[src/rtl/fb_write_arbiter_if.sv]
// Pixel-write bus shared by the drawing requesters, the clear command and the framebuffer port.
// Handshake: a transfer happens in any cycle where reqN_valid && reqN_ready are both high.
interface fb_write_arbiter_if #(
    parameter int XW = 11,
    parameter int YW = 11
);
    logic          req0_valid;
    logic [XW-1:0] req0_x;
    logic [YW-1:0] req0_y;
    logic          req0_color;
    logic          req0_ready;

    logic          req1_valid;
    logic [XW-1:0] req1_x;
    logic [YW-1:0] req1_y;
    logic          req1_color;
    logic          req1_ready;

    logic          clear_start;
    logic          clear_color;
    logic          clear_busy;
    logic          clear_done;

    logic [XW-1:0] fb_x;
    logic [YW-1:0] fb_y;
    logic          fb_color;
    logic          fb_write;

    modport master (
        output req0_valid, req0_x, req0_y, req0_color,
        output req1_valid, req1_x, req1_y, req1_color,
        output clear_start, clear_color,
        input  req0_ready, req1_ready, clear_busy, clear_done,
        input  fb_x, fb_y, fb_color, fb_write
    );

    modport slave (
        input  req0_valid, req0_x, req0_y, req0_color,
        input  req1_valid, req1_x, req1_y, req1_color,
        input  clear_start, clear_color,
        output req0_ready, req1_ready, clear_busy, clear_done,
        output fb_x, fb_y, fb_color, fb_write
    );
endinterface

[src/rtl/fb_write_arbiter.sv]
// Round-robin arbiter for the framebuffer pixel-write port with a built-in
// row-major full-screen clear engine; all framebuffer-facing outputs are registered.
module fb_write_arbiter #(
    parameter int XW   = 11,
    parameter int YW   = 11,
    parameter int XMAX = 640,
    parameter int YMAX = 480
) (
    input  logic                clk,
    input  logic                reset,
    fb_write_arbiter_if.slave   bus,
    output logic                dbg_state
);
    typedef enum logic {
        ARB   = 1'b0,
        CLEAR = 1'b1
    } state_t;

    localparam logic [XW-1:0] X_LAST = XW'(XMAX - 1);
    localparam logic [YW-1:0] Y_LAST = YW'(YMAX - 1);

    state_t        state;
    state_t        state_next;
    logic          last_grant;
    logic          grant0;
    logic          grant1;
    logic          clr_color;
    logic [XW-1:0] cx;
    logic [YW-1:0] cy;
    logic          sweep_last;

    assign sweep_last = (cx == X_LAST) && (cy == Y_LAST);

    // Grants are combinational on current valids; a tie goes to whoever did not win last.
    always_comb begin
        grant0     = 1'b0;
        grant1     = 1'b0;
        state_next = state;
        case (state)
            ARB: begin
                if (!reset) begin
                    if (bus.req0_valid && bus.req1_valid) begin
                        if (last_grant) grant0 = 1'b1;
                        else            grant1 = 1'b1;
                    end else if (bus.req0_valid) begin
                        grant0 = 1'b1;
                    end else if (bus.req1_valid) begin
                        grant1 = 1'b1;
                    end
                end
                if (bus.clear_start) state_next = CLEAR;
            end
            CLEAR: begin
                if (sweep_last) state_next = ARB;
            end
            default: state_next = ARB;
        endcase
    end

    assign bus.req0_ready = grant0;
    assign bus.req1_ready = grant1;
    assign bus.clear_busy = (state == CLEAR);
    assign dbg_state      = state;

    always_ff @(posedge clk) begin
        if (reset) begin
            state          <= ARB;
            last_grant     <= 1'b1;
            clr_color      <= 1'b0;
            cx             <= '0;
            cy             <= '0;
            bus.fb_x       <= '0;
            bus.fb_y       <= '0;
            bus.fb_color   <= 1'b0;
            bus.fb_write   <= 1'b0;
            bus.clear_done <= 1'b0;
        end else begin
            state          <= state_next;
            bus.fb_write   <= 1'b0;
            bus.clear_done <= 1'b0;
            case (state)
                ARB: begin
                    if (grant0) begin
                        bus.fb_x     <= bus.req0_x;
                        bus.fb_y     <= bus.req0_y;
                        bus.fb_color <= bus.req0_color;
                        bus.fb_write <= 1'b1;
                        last_grant   <= 1'b0;
                    end else if (grant1) begin
                        bus.fb_x     <= bus.req1_x;
                        bus.fb_y     <= bus.req1_y;
                        bus.fb_color <= bus.req1_color;
                        bus.fb_write <= 1'b1;
                        last_grant   <= 1'b1;
                    end
                    // The color is captured here so later changes cannot disturb a running sweep.
                    if (bus.clear_start) begin
                        clr_color <= bus.clear_color;
                        cx        <= '0;
                        cy        <= '0;
                    end
                end
                CLEAR: begin
                    bus.fb_x     <= cx;
                    bus.fb_y     <= cy;
                    bus.fb_color <= clr_color;
                    bus.fb_write <= 1'b1;
                    if (sweep_last) begin
                        bus.clear_done <= 1'b1;
                        cx             <= '0;
                        cy             <= '0;
                    end else if (cx == X_LAST) begin
                        cx <= '0;
                        cy <= cy + 1'b1;
                    end else begin
                        cx <= cx + 1'b1;
                    end
                end
                default: ;
            endcase
        end
    end
endmodule

[src/flat_wrapper.sv]
// flat-port wrapper written by rule: the top's interface ports become plain ports
module fb_write_arbiter_flat 
#(
    parameter int XW   = 11,
    parameter int YW   = 11,
    parameter int XMAX = 640,
    parameter int YMAX = 480
)
  (clk, reset, dbg_state, bus_req0_valid, bus_req0_x, bus_req0_y, bus_req0_color, bus_req1_valid, bus_req1_x, bus_req1_y, bus_req1_color, bus_clear_start, bus_clear_color, bus_req0_ready, bus_req1_ready, bus_clear_busy, bus_clear_done, bus_fb_x, bus_fb_y, bus_fb_color, bus_fb_write);
  fb_write_arbiter_if #(.XW(XW), .YW(YW)) bus_i ();
  input  logic clk;
  input  logic reset;
  output logic dbg_state;
  input wire logic [$bits(bus_i.req0_valid)-1:0] bus_req0_valid;
  input wire logic [$bits(bus_i.req0_x)-1:0] bus_req0_x;
  input wire logic [$bits(bus_i.req0_y)-1:0] bus_req0_y;
  input wire logic [$bits(bus_i.req0_color)-1:0] bus_req0_color;
  input wire logic [$bits(bus_i.req1_valid)-1:0] bus_req1_valid;
  input wire logic [$bits(bus_i.req1_x)-1:0] bus_req1_x;
  input wire logic [$bits(bus_i.req1_y)-1:0] bus_req1_y;
  input wire logic [$bits(bus_i.req1_color)-1:0] bus_req1_color;
  input wire logic [$bits(bus_i.clear_start)-1:0] bus_clear_start;
  input wire logic [$bits(bus_i.clear_color)-1:0] bus_clear_color;
  output wire logic [$bits(bus_i.req0_ready)-1:0] bus_req0_ready;
  output wire logic [$bits(bus_i.req1_ready)-1:0] bus_req1_ready;
  output wire logic [$bits(bus_i.clear_busy)-1:0] bus_clear_busy;
  output wire logic [$bits(bus_i.clear_done)-1:0] bus_clear_done;
  output wire logic [$bits(bus_i.fb_x)-1:0] bus_fb_x;
  output wire logic [$bits(bus_i.fb_y)-1:0] bus_fb_y;
  output wire logic [$bits(bus_i.fb_color)-1:0] bus_fb_color;
  output wire logic [$bits(bus_i.fb_write)-1:0] bus_fb_write;
  assign bus_i.req0_valid = bus_req0_valid;
  assign bus_i.req0_x = bus_req0_x;
  assign bus_i.req0_y = bus_req0_y;
  assign bus_i.req0_color = bus_req0_color;
  assign bus_i.req1_valid = bus_req1_valid;
  assign bus_i.req1_x = bus_req1_x;
  assign bus_i.req1_y = bus_req1_y;
  assign bus_i.req1_color = bus_req1_color;
  assign bus_i.clear_start = bus_clear_start;
  assign bus_i.clear_color = bus_clear_color;
  assign bus_req0_ready = bus_i.req0_ready;
  assign bus_req1_ready = bus_i.req1_ready;
  assign bus_clear_busy = bus_i.clear_busy;
  assign bus_clear_done = bus_i.clear_done;
  assign bus_fb_x = bus_i.fb_x;
  assign bus_fb_y = bus_i.fb_y;
  assign bus_fb_color = bus_i.fb_color;
  assign bus_fb_write = bus_i.fb_write;
  fb_write_arbiter #(.XW(XW), .YW(YW), .XMAX(XMAX), .YMAX(YMAX)) u_core (.clk(clk), .reset(reset), .bus(bus_i), .dbg_state(dbg_state));
endmodule
[config.mk]
export PLATFORM = sky130hd
export DESIGN_NAME = fb_write_arbiter_flat
export DESIGN_NICKNAME = d
export VERILOG_FILES = /design/src/rtl/fb_write_arbiter_if.sv /design/src/rtl/fb_write_arbiter.sv /design/src/flat_wrapper.sv
export SDC_FILE = /design/constraint.sdc
export NUM_CORES = 1
export LEC_CHECK = 0
export BUFFER_PORTS_ARGS = -buffer_cell sky130_fd_sc_hd__buf_2
export CORE_MARGIN = 10
export CORE_UTILIZATION = 45
export DETAILED_ROUTE_END_ITERATION = 12
export HOLD_SLACK_MARGIN = 0.05
export PLACE_DENSITY = 0.75
export SLEW_MARGIN = 0
export SYNTH_ARGS = -nofsm -noshare
export SYNTH_HDL_FRONTEND = slang
export SYNTH_SLANG_ARGS = --single-unit
export TNS_END_PERCENT = 20
[constraint.sdc]
create_clock -name clk -period 2 [get_ports clk]
set_input_delay 0.4 -clock clk [delete_from_list [all_inputs] [get_ports clk]]
set_output_delay 0.4 -clock clk [all_outputs]
set_load 0.03 [all_outputs]
==> flow_summary.ini, run 1 <==
[synthesis]
syn_nets = 367
yosys_warnings = 0
ys_ff_latch = 50
synthFlopType = dfxtp_1
synth-edff-count = 0
syn_avg_cell_area_um2 = 7.79
synth-seq-area-share = 0.411
synthCells = 313
syn-cell-area_um2 = 2440
synth_cell_types = 43
ys_async_sr_fraction = 0

[drt]
post_drt_wl_per_cell_um = 15.0
drtAntennaViolNets = 0
avgViaCountPerCell = 5.29
wl_um = 7080
detail_route.first_pass.iterations = 4
vias = 2500
drc_errors = 0
drt-initial-drc-count = 151

[timing]
worst_pin_slew_ps = 620
rsz0062_at_grt = false
setup_slack_ps = 90.6
slew_viol_final = 0
final.min_clock_period_ps = 1910
hold_viol_final = 0
tns_ps = 0
slew_headroom = 0.583
finalClockSkew_ps = 5.78
setup-violations-final = 0
timing.fmax_mhz = 524
fin_crit_sh = 0.955

[place]
hpwl_um = 5540
numPortBuffers = 80
globalplace.congestion = 0.884
place_ws_ps = 66.8
dp.cells = 465

[min_path]
hold_path.class = primary input to flop
hold_start = bus_clear_color
whs_endpoint = u_core.clr_color
holdPathStages = 3

[clock_tree]
postCtsSetupRepairBufs = 0
path_clk_slew_ps = 90
tritoncts = built
clockRootBuffer = clkbuf_8
clkLatencyLatePin_ps = 300
cts_max_level = 2
cts_buffer_depth = 2
cts_made_buffers = 5
clock_sinks = 50

[grt]
grt-ovfl-total = 0
grt_pass1_wl_um = 11300
antenna_found_initial = 0
grt_max_degree = 24
grtUsageTotal = 0.156
grt_pass1_vias = 2263

[floorplan]
fp.dieW_um = 93.6
die_h_um = 93.6
ios = 81
die_area_um2 = 8760
core_area_um2 = 5170
row_count = 26
start_util = 0.471

[cells_and_area]
drive_above_1_share = 0.305
fill_cells = 459
layout-area-overhead-vs-synth_pct = 30.7
fin_cells = 473
diodes = 0
postLayoutCoreUtil = 0.616
nNetsFinal = 456

[setup_path]
r2r-start = u_core.cx[0]
reg2reg_slack_ps = 100
crit_fanout = 14
cp.arrival_ps = 1510
reg2reg_to = u_core.cx[10]
critPathLaunch = u_core.bus.clear_busy
cp-start-kind = flop
worst_ep_required_time_ps = 1600
cp-end-kind = output port
worstSetupPathType = flop to output port
reg2reg_depth = 6

[job]
maxCapViolations = 0

[outcome]
status = finished clean

[pwr]
ir_drop_mv = 0.326
leakagePower_uw = 0.00138
power.density_nw_per_um2 = 734
[registers in the layout (all words and copies together), names as in the netlist]
| signal | count |
|---|---|
| u_core.bus.fb_x | 11 |
| u_core.bus.fb_y | 11 |
| u_core.cx | 11 |
| u_core.cy | 11 |
| u_core.bus.clear_busy | 1 |
| u_core.bus.clear_done | 1 |
| u_core.bus.fb_color | 1 |
| u_core.bus.fb_write | 1 |
| u_core.clr_color | 1 |
| u_core.last_grant | 1 |
[through the flow]
stage | hold WS (ps) | power (uW) | cell area (um^2)
detailed placement | 425 | 1490 | 3020
finish | 318 | 2340 | 3190
global route | 334 | 2440 | 3190
global placement | 418 | 1480 | 3020
floorplan | 448 | 1340 | 2440
CTS | 318 | 2350 | 3160
[worst max-delay path by stage]
stage / end / slack [ps] / depth (start not counted)
after floorplan: bus_req1_ready / 7 / 3
after global placement: u_core.cy[3] / 120 / 7
after detailed placement: u_core.cy[9] / 70 / 5
after CTS: u_core.cy[9] / 40 / 5
after global routing: u_core.cx[5] / 6 / 8
final: bus_req0_ready / 90 / 4
[layer usage]
| layer | part of all wire | wire [um] | track usage |
|---|---|---|---|
| met1 | 0.45 | 3210 | 0.208 |
| met2 | 0.45 | 3160 | 0.238 |
| met3 | 0.087 | 617 | 0.0456 |
| met4 | 0.013 | 92 | 0.0468 |
| met5 | 0 | 0 | 0 |
[report_power, final]
part / total (uW) / switching, uW / internal, uW
clock network: 870 / 337 / 533
registers: 1070 / 24.6 / 1050
logic: 397 / 256 / 141
[cells in the mapped netlist, types with 2 or more instances]
| master | number | share of area |
|---|---|---|
| nand2_1 | 59 | 0.091 |
| dfxtp_1 | 50 | 0.41 |
| a21oi_1 | 39 | 0.080 |
| inv_1 | 26 | 0.040 |
| o221ai_1 | 23 | 0.083 |
| clkbuf_1 | 15 | 0.023 |
| nor2_1 | 12 | 0.018 |
| o21ai_1 | 12 | 0.025 |
| nand3_1 | 10 | 0.021 |
| nor3_1 | 9 | 0.018 |
| or3_1 | 7 | 0.018 |
| xnor2_1 | 5 | 0.018 |
| and3_1 | 4 | 0.010 |
| or4_1 | 4 | 0.012 |
| inv_2 | 3 | 0.0046 |
| o31ai_1 | 3 | 0.0092 |
| a31oi_1 | 2 | 0.0051 |
| buf_1 | 2 | 0.0031 |
| ha_1 | 2 | 0.010 |
| nor4_1 | 2 | 0.0051 |
| or2_1 | 2 | 0.0051 |
[placed cells by master (no fill, tap or decap), types with 2 or more instances in the layout]
master,instances
a21oi_1,38
a31oi_1,2
and3_1,4
buf_2,80
buf_4,20
bufinv_16,2
clkbuf_8,6
dfxtp_1,49
ha_1,2
inv_1,26
inv_2,3
nand2_1,58
nand3_1,9
nor2_1,12
nor3_1,9
o21ai_1,12
o221ai_1,23
o31ai_1,3
or2_1,2
or3_1,7
or4_1,4
xnor2_1,5
[critical path, cell delays in order, from the launching register on]
cell     delay (ps)
dfxtp_1         340
buf_4           190
or3_1           410
inv_2            70
buf_2           190
[logic make-up after synthesis]
kind of cell    share of synthesized area
flops                               0.411
simple gates                        0.247
fa+ha+maj                          0.0103
xor+xnor                           0.0180
compound gates                      0.240
buf+inv                            0.0739
[final cells by class]
cell class,count,area (um^2),share of cell area
repair buffers,100,551,0.173
clock buffers,6,82.6,0.0259
inverters,29,109,0.0342
clock inverters,2,60.1,0.0189
flip-flops and latches,50,1000,0.315
well taps,70,87.6,0.0275
multi-input cells,216,1290,0.406
[repair_timing]
action	4_1_cts	5_1_grt
setup endpoints to repair	0	11
hold buffers	0	0
resized for setup	0	6
(Power assumes the default switching activity.)
==> inputs of run 2 (changes only) <==
Settings changed: PLACE_DENSITY 0.75 to unset, PLACE_DENSITY_LB_ADDON set to 0.15.
==> run 2 against run 1 <==
Against the previous run: core utilization shrank 0.75 points; clock skew is essentially flat; largest cell class unchanged; via count shrank 2.7%; sequential cell count is the same.
==> flow_summary.ini, run 2 (synthesis results as in run 1) <==
[timing]
rsz0062_at_grt = false
fin_crit_sh = 0.949
slew_headroom = 0.640
setup-violations-final = 0
timing.fmax_mhz = 527
slew_viol_final = 0
final.min_clock_period_ps = 1900
hold_viol_final = 0
finalClockSkew_ps = 5.76
worst_pin_slew_ps = 536
tns_ps = 0
setup_slack_ps = 103

[setup_path]
cp.arrival_ps = 2130
worst_path_dominant_cell_family = simple AND/OR/NAND/NOR gates
worst_ep_required_time_ps = 2240
reg2reg_slack_ps = 100
crit_fanout = 10
path_cells = or4b_4 > nor2_8 > a21oi_4 > or4_1 > a21oi_1
max_stage_delay_ps = 570
critPathSlowestCell = or4b_4
cp-start-kind = flop
worstSetupPathType = flop to flop
cp-end-kind = flop
cp_num_buf_inv = 0

[floorplan]
start_util = 0.471
core_area_um2 = 5170
fp.dieW_um = 93.6
die_h_um = 93.6
die_area_um2 = 8760
row_count = 26
ios = 81

[cells_and_area]
nNetsFinal = 455
layout_commonest_cell = buf_2
fin_cells = 472
layout-area-overhead-vs-synth_pct = 29.1
final_cell_mix = 80 x buf_2, 59 x nand2_1, 49 x dfxtp_1
postLayoutCoreUtil = 0.608
drive_above_1_share = 0.306
diodes = 0
fill_cells = 495

[grt]
grt_max_degree = 25
grt-ovfl-total = 0
grtUsageTotal = 0.160
grt_pass1_vias = 2380
antenna_found_initial = 0
grt_pass1_wl_um = 11600

[clock_tree]
clockRootBuffer = clkbuf_8
cts_hold_buf = 0
cts_buffer_depth = 2
clkLatencyLatePin_ps = 300
postCtsSetupRepairBufs = 0
cts_max_level = 2
clock_sinks = 50
cts_made_buffers = 5
cts.repair.resized = 0
path_clk_slew_ps = 90
tritoncts = built

[place]
place_ws_ps = 105
numPortBuffers = 80
hpwl_um = 5420
dp.cells = 464
globalplace.congestion = 0.874

[drt]
drtAntennaViolNets = 0
drc_errors = 0
avgViaCountPerCell = 5.15
drt-met1-wl_um = 3380
post_drt_wl_per_cell_um = 14.8
drt-initial-drc-count = 124
dr_wl_met3_um = 519
detail_route.first_pass.iterations = 5
vias = 2432
wl_um = 6970
maxUsedRoutingLayer = met4
wl_met2_um = 3030

[job]
maxCapViolations = 0

[pwr]
ir_drop_mv = 0.399
power_uw = 2160
leakagePower_uw = 0.00135
power.density_nw_per_um2 = 687

[min_path]
hold_path.class = primary input to flop

[outcome]
status = finished clean
## run 2: cell types whose count changed in the layout (fill, tap and decap cells not counted), sizes merged
| cell | previous run | this run |
|---|---|---|
| buf | 100 | 99 |
| clkbuf | 6 | 7 |
| bufinv | 2 | 1 |
## run 2: power breakdown
part / switching, uW / total [uW] / internal, uW
logic: 254 / 398 / 144
clock network: 317 / 691 / 374
registers: 27.4 / 1070 / 1050
total: 598 / 2160 / 1560
## run 2: stage by stage
stage	hold slack [ps]	instance area [um^2]
floorplan	448	2440
global placement	419	3010
detailed placement	425	3010
CTS	335	3120
global route	337	3150
finish	346	3150
## run 2: worst register-to-register path, stage by stage (launching register included)
cell and delay [ps]:
dfxtp_1 380, or4b_4 570, nor2_8 130, a21oi_4 100
or4_1 510, a21oi_1 150
## run 2: path summary, 6_finish.rpt
kind / startpoint / end / cells after the start
worst min-delay path: bus_clear_color / u_core.clr_color / 3
worst max register to register: u_core.cx[10] / u_core.cy[8] / 5
worst min register to register: u_core.bus.fb_y[5] / u_core.bus.fb_y[5] / 2
worst max-delay path: u_core.cx[10] / u_core.cy[8] / 5
## run 2: final cells by class
class / count / area [um^2] / area share
clock buffers: 7 / 76.3 / 0.0243
clock inverters: 1 / 30.0 / 0.00954
inverters: 29 / 109 / 0.0346
multi-input cells: 216 / 1300 / 0.413
flip-flops and latches: 50 / 1000 / 0.318
well taps: 70 / 87.6 / 0.0278
repair buffers: 99 / 543 / 0.173
## run 2: metal layers
metal | up-vias | track usage
li1 | 1281 | -
met1 | 1082 | 0.212
met2 | 67 | 0.245
met3 | 2 | 0.0528
met4 | 0 | 0.0354
met5 | - | 0
